### src/rtl/hazard_scoreboard_unit.sv
// hazard_scoreboard_unit
// Hazard controller for the rv32i 5-stage core. It drives every pipeline-register
// load enable and the ID/EX bubble mux. It handles:
//   - memory freeze
//   - flush
//   - programmable multi-cycle load-use bubbles
//   - a single-entry scoreboard for the fixed-latency mul/div unit
// It also keeps saturating per-reason stall counters.
//
// Ports:
//   clk, rst                      clock, synchronous active-high reset
//   rs1_addr_i, rs2_addr_i        ID source register addresses
//   rs1_used_i, rs2_used_i        ID instruction actually reads the source
//   id_valid_i, id_is_muldiv_i    ID holds a real instruction / a mul/div
//   ex_valid_i, ex_is_load_i      EX holds a real instruction / a load
//   ex_is_muldiv_i, rd_ex_i       EX is a mul/div / EX destination
//   stall_pipeline_i              memory not ready, freeze everything
//   flush_i                       branch/jump redirect, squash IF/ID
//   load_*_o                      pipeline register enables (combinational)
//   ctrlmux_sel_o                 1 = inject NOP control word into ID/EX
//   cur_stall_o                   memory freeze active
//   stall_reason_o                0 none, 1 load-use, 2 mem, 3 md RAW, 4 md structural
//   lu/mem/md_stall_cnt_o         saturating per-reason stall cycle counters (registered)
module hazard_scoreboard_unit #(
    parameter int unsigned REG_W           = 5,
    parameter int unsigned LU_STALL_CYCLES = 1,
    parameter int unsigned MD_LATENCY      = 4,
    parameter int unsigned CNT_W           = 32
) (
    input  logic             clk,
    input  logic             rst,
    input  logic [REG_W-1:0] rs1_addr_i,
    input  logic [REG_W-1:0] rs2_addr_i,
    input  logic             rs1_used_i,
    input  logic             rs2_used_i,
    input  logic             id_valid_i,
    input  logic             ex_valid_i,
    input  logic             ex_is_load_i,
    input  logic             ex_is_muldiv_i,
    input  logic [REG_W-1:0] rd_ex_i,
    input  logic             id_is_muldiv_i,
    input  logic             stall_pipeline_i,
    input  logic             flush_i,
    output logic             load_pc_o,
    output logic             load_if_id_o,
    output logic             load_id_ex_o,
    output logic             load_ex_mem_o,
    output logic             load_mem_wr_o,
    output logic             ctrlmux_sel_o,
    output logic             cur_stall_o,
    output logic [2:0]       stall_reason_o,
    output logic [CNT_W-1:0] lu_stall_cnt_o,
    output logic [CNT_W-1:0] mem_stall_cnt_o,
    output logic [CNT_W-1:0] md_stall_cnt_o
);

    localparam int unsigned LU_CNT_W = 3;
    localparam int unsigned MD_CNT_W = 4;

    localparam logic [2:0] R_NONE      = 3'd0;
    localparam logic [2:0] R_LU        = 3'd1;
    localparam logic [2:0] R_MEM       = 3'd2;
    localparam logic [2:0] R_MD_RAW    = 3'd3;
    localparam logic [2:0] R_MD_STRUCT = 3'd4;

    typedef enum logic [0:0] {
        IDLE    = 1'b0,
        LU_WAIT = 1'b1
    } state_e;

    state_e              state_q, state_d;
    logic [LU_CNT_W-1:0] lu_cnt_q, lu_cnt_d;
    logic                md_busy_q, md_busy_d;
    logic [REG_W-1:0]    md_rd_q, md_rd_d;
    logic [MD_CNT_W-1:0] md_cnt_q, md_cnt_d;

    logic [CNT_W-1:0]    lu_stall_cnt_q, mem_stall_cnt_q, md_stall_cnt_q;

    logic                dep_ex_c;
    logic                dep_md_c;

    // ID instruction reads register r (x0 never creates a dependence)
    function automatic logic dep_on(
        input logic [REG_W-1:0] r,
        input logic             id_valid,
        input logic             rs1_used,
        input logic [REG_W-1:0] rs1_addr,
        input logic             rs2_used,
        input logic [REG_W-1:0] rs2_addr
    );
        return id_valid && (r != '0) &&
               ((rs1_used && (rs1_addr == r)) || (rs2_used && (rs2_addr == r)));
    endfunction

    assign dep_ex_c = dep_on(rd_ex_i, id_valid_i, rs1_used_i, rs1_addr_i, rs2_used_i, rs2_addr_i);
    assign dep_md_c = dep_on(md_rd_q, id_valid_i, rs1_used_i, rs1_addr_i, rs2_used_i, rs2_addr_i);

    // State registers
    always_ff @(posedge clk) begin
        if (rst) begin
            state_q   <= IDLE;
            lu_cnt_q  <= '0;
            md_busy_q <= 1'b0;
            md_rd_q   <= '0;
            md_cnt_q  <= '0;
        end else begin
            state_q   <= state_d;
            lu_cnt_q  <= lu_cnt_d;
            md_busy_q <= md_busy_d;
            md_rd_q   <= md_rd_d;
            md_cnt_q  <= md_cnt_d;
        end
    end

    // Next state and enables; freeze > flush > load-use > md RAW > md structural
    always_comb begin
        state_d        = state_q;
        lu_cnt_d       = lu_cnt_q;
        md_busy_d      = md_busy_q;
        md_rd_d        = md_rd_q;
        md_cnt_d       = md_cnt_q;
        load_pc_o      = 1'b1;
        load_if_id_o   = 1'b1;
        load_id_ex_o   = 1'b1;
        load_ex_mem_o  = 1'b1;
        load_mem_wr_o  = 1'b1;
        ctrlmux_sel_o  = 1'b0;
        cur_stall_o    = 1'b0;
        stall_reason_o = R_NONE;

        if (stall_pipeline_i) begin
            // Whole pipeline and all internal state hold
            load_pc_o      = 1'b0;
            load_if_id_o   = 1'b0;
            load_id_ex_o   = 1'b0;
            load_ex_mem_o  = 1'b0;
            load_mem_wr_o  = 1'b0;
            cur_stall_o    = 1'b1;
            stall_reason_o = R_MEM;
        end else begin
            // Scoreboard runs regardless of flush: the mul/div is older than the branch
            if (md_busy_q) begin
                md_cnt_d = md_cnt_q - MD_CNT_W'(1);
                if (md_cnt_q <= MD_CNT_W'(1)) begin
                    md_busy_d = 1'b0;
                end
            end
            if (ex_valid_i && ex_is_muldiv_i && (rd_ex_i != '0)) begin
                md_busy_d = 1'b1;
                md_rd_d   = rd_ex_i;
                md_cnt_d  = MD_CNT_W'(MD_LATENCY - 1);
            end

            if (flush_i) begin
                state_d  = IDLE;
                lu_cnt_d = '0;
            end else if ((state_q == LU_WAIT) || (ex_valid_i && ex_is_load_i && dep_ex_c)) begin
                load_pc_o      = 1'b0;
                load_if_id_o   = 1'b0;
                ctrlmux_sel_o  = 1'b1;
                stall_reason_o = R_LU;
                if (state_q == IDLE) begin
                    // A single-cycle bubble never needs LU_WAIT residency
                    lu_cnt_d = LU_CNT_W'(LU_STALL_CYCLES - 1);
                    if (LU_STALL_CYCLES > 1) begin
                        state_d = LU_WAIT;
                    end
                end else begin
                    lu_cnt_d = lu_cnt_q - LU_CNT_W'(1);
                    if (lu_cnt_q <= LU_CNT_W'(1)) begin
                        state_d  = IDLE;
                        lu_cnt_d = '0;
                    end
                end
            end else if (md_busy_q && dep_md_c) begin
                load_pc_o      = 1'b0;
                load_if_id_o   = 1'b0;
                ctrlmux_sel_o  = 1'b1;
                stall_reason_o = R_MD_RAW;
            end else if (md_busy_q && id_valid_i && id_is_muldiv_i) begin
                load_pc_o      = 1'b0;
                load_if_id_o   = 1'b0;
                ctrlmux_sel_o  = 1'b1;
                stall_reason_o = R_MD_STRUCT;
            end
        end
    end

    // Saturating per-reason stall counters
    always_ff @(posedge clk) begin
        if (rst) begin
            lu_stall_cnt_q  <= '0;
            mem_stall_cnt_q <= '0;
            md_stall_cnt_q  <= '0;
        end else begin
            if ((stall_reason_o == R_LU) && (lu_stall_cnt_q != '1)) begin
                lu_stall_cnt_q <= lu_stall_cnt_q + CNT_W'(1);
            end
            if ((stall_reason_o == R_MEM) && (mem_stall_cnt_q != '1)) begin
                mem_stall_cnt_q <= mem_stall_cnt_q + CNT_W'(1);
            end
            if (((stall_reason_o == R_MD_RAW) || (stall_reason_o == R_MD_STRUCT)) &&
                (md_stall_cnt_q != '1)) begin
                md_stall_cnt_q <= md_stall_cnt_q + CNT_W'(1);
            end
        end
    end

    assign lu_stall_cnt_o  = lu_stall_cnt_q;
    assign mem_stall_cnt_o = mem_stall_cnt_q;
    assign md_stall_cnt_o  = md_stall_cnt_q;

endmodule

### config.mk
export PLATFORM = sky130hd
export DESIGN_NAME = hazard_scoreboard_unit
export DESIGN_NICKNAME = d
export VERILOG_FILES = /design/src/rtl/hazard_scoreboard_unit.sv
export SDC_FILE = /design/constraint.sdc
export NUM_CORES = 1
export LEC_CHECK = 0
export ABC_AREA = 1
export BUFFER_PORTS_ARGS = -buffer_cell sky130_fd_sc_hd__buf_2
export CAP_MARGIN = 20
export CORE_MARGIN = 2
export CORE_UTILIZATION = 50
export CTS_BUF_LIST = sky130_fd_sc_hd__clkbuf_2 sky130_fd_sc_hd__clkbuf_4 sky130_fd_sc_hd__clkbuf_8
export DETAILED_ROUTE_END_ITERATION = 8
export PLACE_DENSITY = 0.84
export RECOVER_POWER = 25
export SETUP_SLACK_MARGIN = 0.02
export SYNTH_ARGS = -nofsm -noshare
export SYNTH_HDL_FRONTEND = slang
export SYNTH_SLANG_ARGS = --single-unit
### constraint.sdc
create_clock -name clk -period 4.66 [get_ports clk]
set_input_delay 0.233 -clock clk [delete_from_list [all_inputs] [get_ports clk]]
set_output_delay 0.233 -clock clk [all_outputs]
set_load 0.02 [all_outputs]
# Word-level counts from Yosys, hierarchy flattened
# Index checks and enable logic that the tools add are counted.
# Widths: inputs -> output; s select.
[word_totals]
wordCells = 86
register_bits = 110
input_bits = 26
[op_classes]
magnitude_cmp = 2
bitwise_logic = 1
muxes = 30
eq_ne = 11
n_reduce_logical = 29
add_sub_neg = 5
[ops]
columns = ["operator", "n"]
rows = [
  ["$add 32x1->32 const B", 3],
  ["$ne 32x32->1 const B", 3],
  ["$mux 3", 9],
  ["$eq 5x5->1", 4],
  ["$mux 1", 19],
  ["$logic_and 1x1->1", 18],
  ["$reduce_bool 5->1", 2],
  ["$mux 4", 2],
  ["$eq 3x2->1 const B", 2],
  ["$reduce_and 2->1", 3],
  ["$le 4x1->1 const B", 1],
  ["$logic_or 1x1->1", 4],
  ["$reduce_bool 2->1", 2],
  ["$sub 4x1->4 const B", 1],
  ["$eq 3x1->1 const B", 1],
  ["$eq 3x3->1 const B", 1],
  ["$le 3x1->1 const B", 1],
  ["$sub 3x1->3 const B", 1],
  ["$not 1->1", 1],
]

# Depth between registers and ports, before layout
[logic_depth]
ltp_word = 12
mapped_depth = 14

# Worst setup path after synthesis
# No wires, ideal clock.
[synth_path]
kind = "reg2reg"
start = "register md_stall_cnt_q[1], in the netlist md_stall_cnt_o[1]"
end = "register md_stall_cnt_q[26], in the netlist md_stall_cnt_o[26]"
arrival_time_ns = 1.768
slack_ns = 2.777
t_required_ns = 4.545
setup_time_ns = 0.115
stages_incl_launch_ff = 11
path_cell_list = "dfxtp_1 ha_1 nand2_1 nor2_2 nand3_1 nor2_2 nand4_2 buf_6 and3_4 a21oi_1 nor2_1"
[synth_via]
elab_chain_len = 2
word_cells_on_any_way = 3
[synth_rtl]
columns = ["element", "line", "rtl"]
rows = [
  ["start, declared", "77", "logic [CNT_W-1:0] lu_stall_cnt_q, mem_stall_cnt_q, md_stall_cnt_q;"],
  ["start signal, assigned", "204", "md_stall_cnt_q <= md_stall_cnt_q + CNT_W'(1);"],
  ["branches (longest 2 deep; another with $add 32x1->32)", "n/a", ""],
]
# Parallel ways; which one is timed is not known.
# A chain may end at the register's enable or synchronous reset.

# Final worst setup path
[layout_path]
start = "register md_stall_cnt_q[1], in the netlist md_stall_cnt_o[1]"
end = "register md_stall_cnt_q[15], in the netlist md_stall_cnt_o[15]"
# Same word-level chain as after synthesis.

==> out/results.ini <==
[critical_path]
cp.arrival_ps = 2750
start_kind = flop
worst_r2r_path_depth = 12
crit_chain = ha_1, nand2_1, nor2_2, nand3_1, nor2_2, nand4_2, nand2_1, nor2_1, nand2_1, nor2_1, a21oi_1, nor2_1
path_class = flop to flop
reg2reg_from = md_stall_cnt_o[1]
crit_fanout = 24
crit_path_end_kind = flop
required_ps = 4950
r2r_slack_ps = 2200
critPathSlowestCell = nand4_2
cpPeakStageDelay_ps = 500
r2r-end = md_stall_cnt_o[15]

[cts]
clk_pin_slew_ps = 100
clk_latency_ps = 390
cts.sinks = 110
cts_made_buffers = 9
htree_levels = 3
cts_tree = yes
cts_root_buffer = clkbuf_8
clock_path_buffers = 2
postCtsSetupRepairBufs = 0
cts_resized = 0
ctsHoldBuffers = 0

[floorplan]
boundaryPins = 132
die_x_microns = 120.5
die_h_microns = 120.5
initial_core_util_pct = 51.22
rows = 42
core_sq_um = 13240
die-area_sq_um = 14510

[cells_and_area]
multi_input_area_sq_um = 3779
seq_area_sq_um = 2202
layout_common_cells = nand2_1 (266), inv_1 (146), nor2_1 (144), dfxtp_1 (110), nand3_1 (82)
final_common_cell = nand2_1
num_antenna_cells = 0
area_growth_pct = 11.88
fin_area_sq_um = 7589
layout.nets = 1224
final_layout_size_suffix_gt1_share_pct = 11.37
nFillCells = 1367

[timing]
holdWs_ps = 189.0
slew_violations = 0
fin_setup_tns_ps = 0
finalCriticalPeriod_ps = 2460
tightest_slew_ps = 1004
finClkSkew_ps = 11.18
hold_viol_final = 0
relSlewSlack_pct = 33.08
finalCritPeriodShare_pct = 52.80
fmax_mhz = 406.5
rsz0062_at_grt = false
setup_viol = 0
layout_setup_ws_ps = 2200

[synth]
synth_cell_type_count = 44
async_flop_share_pct = 0
synth_edf_count = 0
syn_avg_cell_area_sq_um = 6.280
ys_ff_latch = 110
ys_seq_area_share_pct = 32.47
synth_cells = 1080
yosys_warnings = 0
syn_area_sq_um = 6783
syn_nets = 1112
synth_ff_type = dfxtp_1

[hold_path]
min_path_cells = 3
hp-class = input pin to flop
min_from = rd_ex_i[3]
min_to = md_rd_q[3]

[routing]
drc_errors = 0
drt_iter0_drc = 398
vias_per_cell = 5.213
wl_per_cell_microns = 12.40
routed_wirelength_microns = 17010
dr.pass1.iters = 5
via_count = 7152
ant_nets = 0

[power_and_ir_drop]
power.share.switching_pct = 25.09
clockPowerShare_pct = 34.1
total_leakage_power_nw = 3.151
p_switching_w = 0.0004091
combPwrFrac_pct = 7.3
seqPwrFrac_pct = 58.6
pwr_density_cell_nw_per_um2 = 214.8
irDropWorstVdd_mv = 0.2181
p_int_w = 0.001221

[global_routing]
grt_max_degree = 67
grt_pass1_vias = 6323
overflow = 0
grt_usage_pct = 23.50
grt_antenna_before_repair = 1
grt_pass1_wl_microns = 28350

[place]
dp_hpwl_microns = 12430
io_buffers = 131
dpl-instance-area_sq_um = 7452
dp_slack_ps = 2146
place.gp.congestion = 0.8971

[run]
cap_viol_max_count = 0

[outcome]
status = finished clean

[sequential cells by signal, summed over array words and instances (netlist names)]
| register | cells |
|---|---|
| lu_stall_cnt_o | 32 |
| mem_stall_cnt_o | 32 |
| md_stall_cnt_o | 32 |
| state_q | 1 |
| md_busy_q | 1 |
| md_cnt_q | 4 |
| lu_cnt_q | 3 |
| md_rd_q | 5 |
[routing by layer]
| metal | routed length [microns] | GRT usage [%] | part of all wire (%) | vias up |
|---|---|---|---|---|
| li1 | - | - | - | 3701 |
| met1 | 7871 | 29.96 | 46 | 3248 |
| met2 | 8023 | 40.36 | 47 | 184 |
| met3 | 933 | 4.811 | 5.5 | 17 |
| met4 | 171 | 6.323 | 1.0 | 2 |
| met5 | 11 | 0 | 0.065 | - |
[Yosys cell counts, types with 3 or more instances]
| library cell | n | area [sq um] |
|---|---|---|
| a21oi_1 | 75 | 375.4 |
| and3_1 | 8 | 50.05 |
| buf_2 | 3 | 15.01 |
| buf_4 | 6 | 45.04 |
| buf_6 | 9 | 101.4 |
| clkbuf_1 | 13 | 48.80 |
| dfxtp_1 | 110 | 2202 |
| ha_1 | 6 | 75.07 |
| inv_1 | 147 | 551.8 |
| inv_2 | 6 | 22.52 |
| nand2_1 | 266 | 998.5 |
| nand2_2 | 5 | 31.28 |
| nand3_1 | 82 | 410.4 |
| nand4_1 | 32 | 200.2 |
| nor2_1 | 144 | 540.5 |
| nor2_2 | 7 | 43.79 |
| nor2_4 | 3 | 33.78 |
| nor3_1 | 51 | 255.2 |
| nor3_2 | 4 | 40.04 |
| nor3b_1 | 3 | 22.52 |
| nor3b_2 | 6 | 75.07 |
| nor4_1 | 4 | 25.02 |
| o21a_1 | 3 | 22.52 |
| o21ai_0 | 32 | 160.2 |
| o21ai_1 | 14 | 70.07 |
| o21bai_1 | 3 | 22.52 |
| xnor2_1 | 4 | 35.03 |
| xor2_1 | 15 | 131.4 |
[through the flow]
step / power, W / instances / util, %
5_1_grt: 0.001707 / 1372 / 57.30
6_report: 0.001630 / 1372 / 57.30
4_1_cts: 0.001654 / 1371 / 57.66
3_5_place_dp: 0.001094 / 1356 / 56.27
2_1_floorplan: 0.001059 / 1080 / -
3_3_place_gp: 0.001092 / 1356 / 56.27
[final cells by class]
type,instances,area share [%]
timing repair buffer,133,8.112
clock buffer,12,2.176
sequential,110,29.02
tap,176,2.902
inverter,156,7.749
multi-input combinational,782,49.79
clock inverter,3,0.2473
[how the worst max path moves through the flow]
| stage | slack, ps | start | cells past startpoint | endpoint |
|---|---|---|---|---|
| after global placement | 2110 | stall_pipeline_i | 7 | mem_stall_cnt_o[30] |
| after floorplan | 2780 | md_stall_cnt_o[1] | 10 | md_stall_cnt_o[26] |
| after global routing | 1870 | md_stall_cnt_o[1] | 12 | md_stall_cnt_o[29] |
| after CTS | 2230 | md_stall_cnt_o[1] | 13 | md_stall_cnt_o[15] |
| final | 2200 | md_stall_cnt_o[1] | 12 | md_stall_cnt_o[15] |
| after detailed placement | 2150 | stall_pipeline_i | 7 | mem_stall_cnt_o[30] |
[power by group through the flow]
stage	clock network (W)	logic [W]	registers [W]
floorplan	0	0.0000815	0.000977
global placement	0	0.000116	0.000976
detailed placement	0	0.000118	0.000976
CTS	0.000581	0.000118	0.000955
global route	0.000615	0.000135	0.000956
finish	0.000556	0.000119	0.000955
[worst max-delay path, delay by kind of cell, from the launching register on]
family	cells	cell delay [ps]
adder cells (fa/ha/maj)	1	200
AND/OR/NAND/NOR	10	1590
AO/OA/AOI/OAI	1	150
flip-flops	1	410
[kinds of logic after synthesis]
logic type	Yosys count	share of synthesized area [%]
XOR/XNOR	19	2.453
AND/OR/NAND/NOR	622	41.62
AO/OA/AOI/OAI	135	10.53
adder cells (fa/ha/maj)	6	1.107
flip-flops	110	32.47
buffers and inverters	188	11.82
Power figures use the tool's default switching activity.
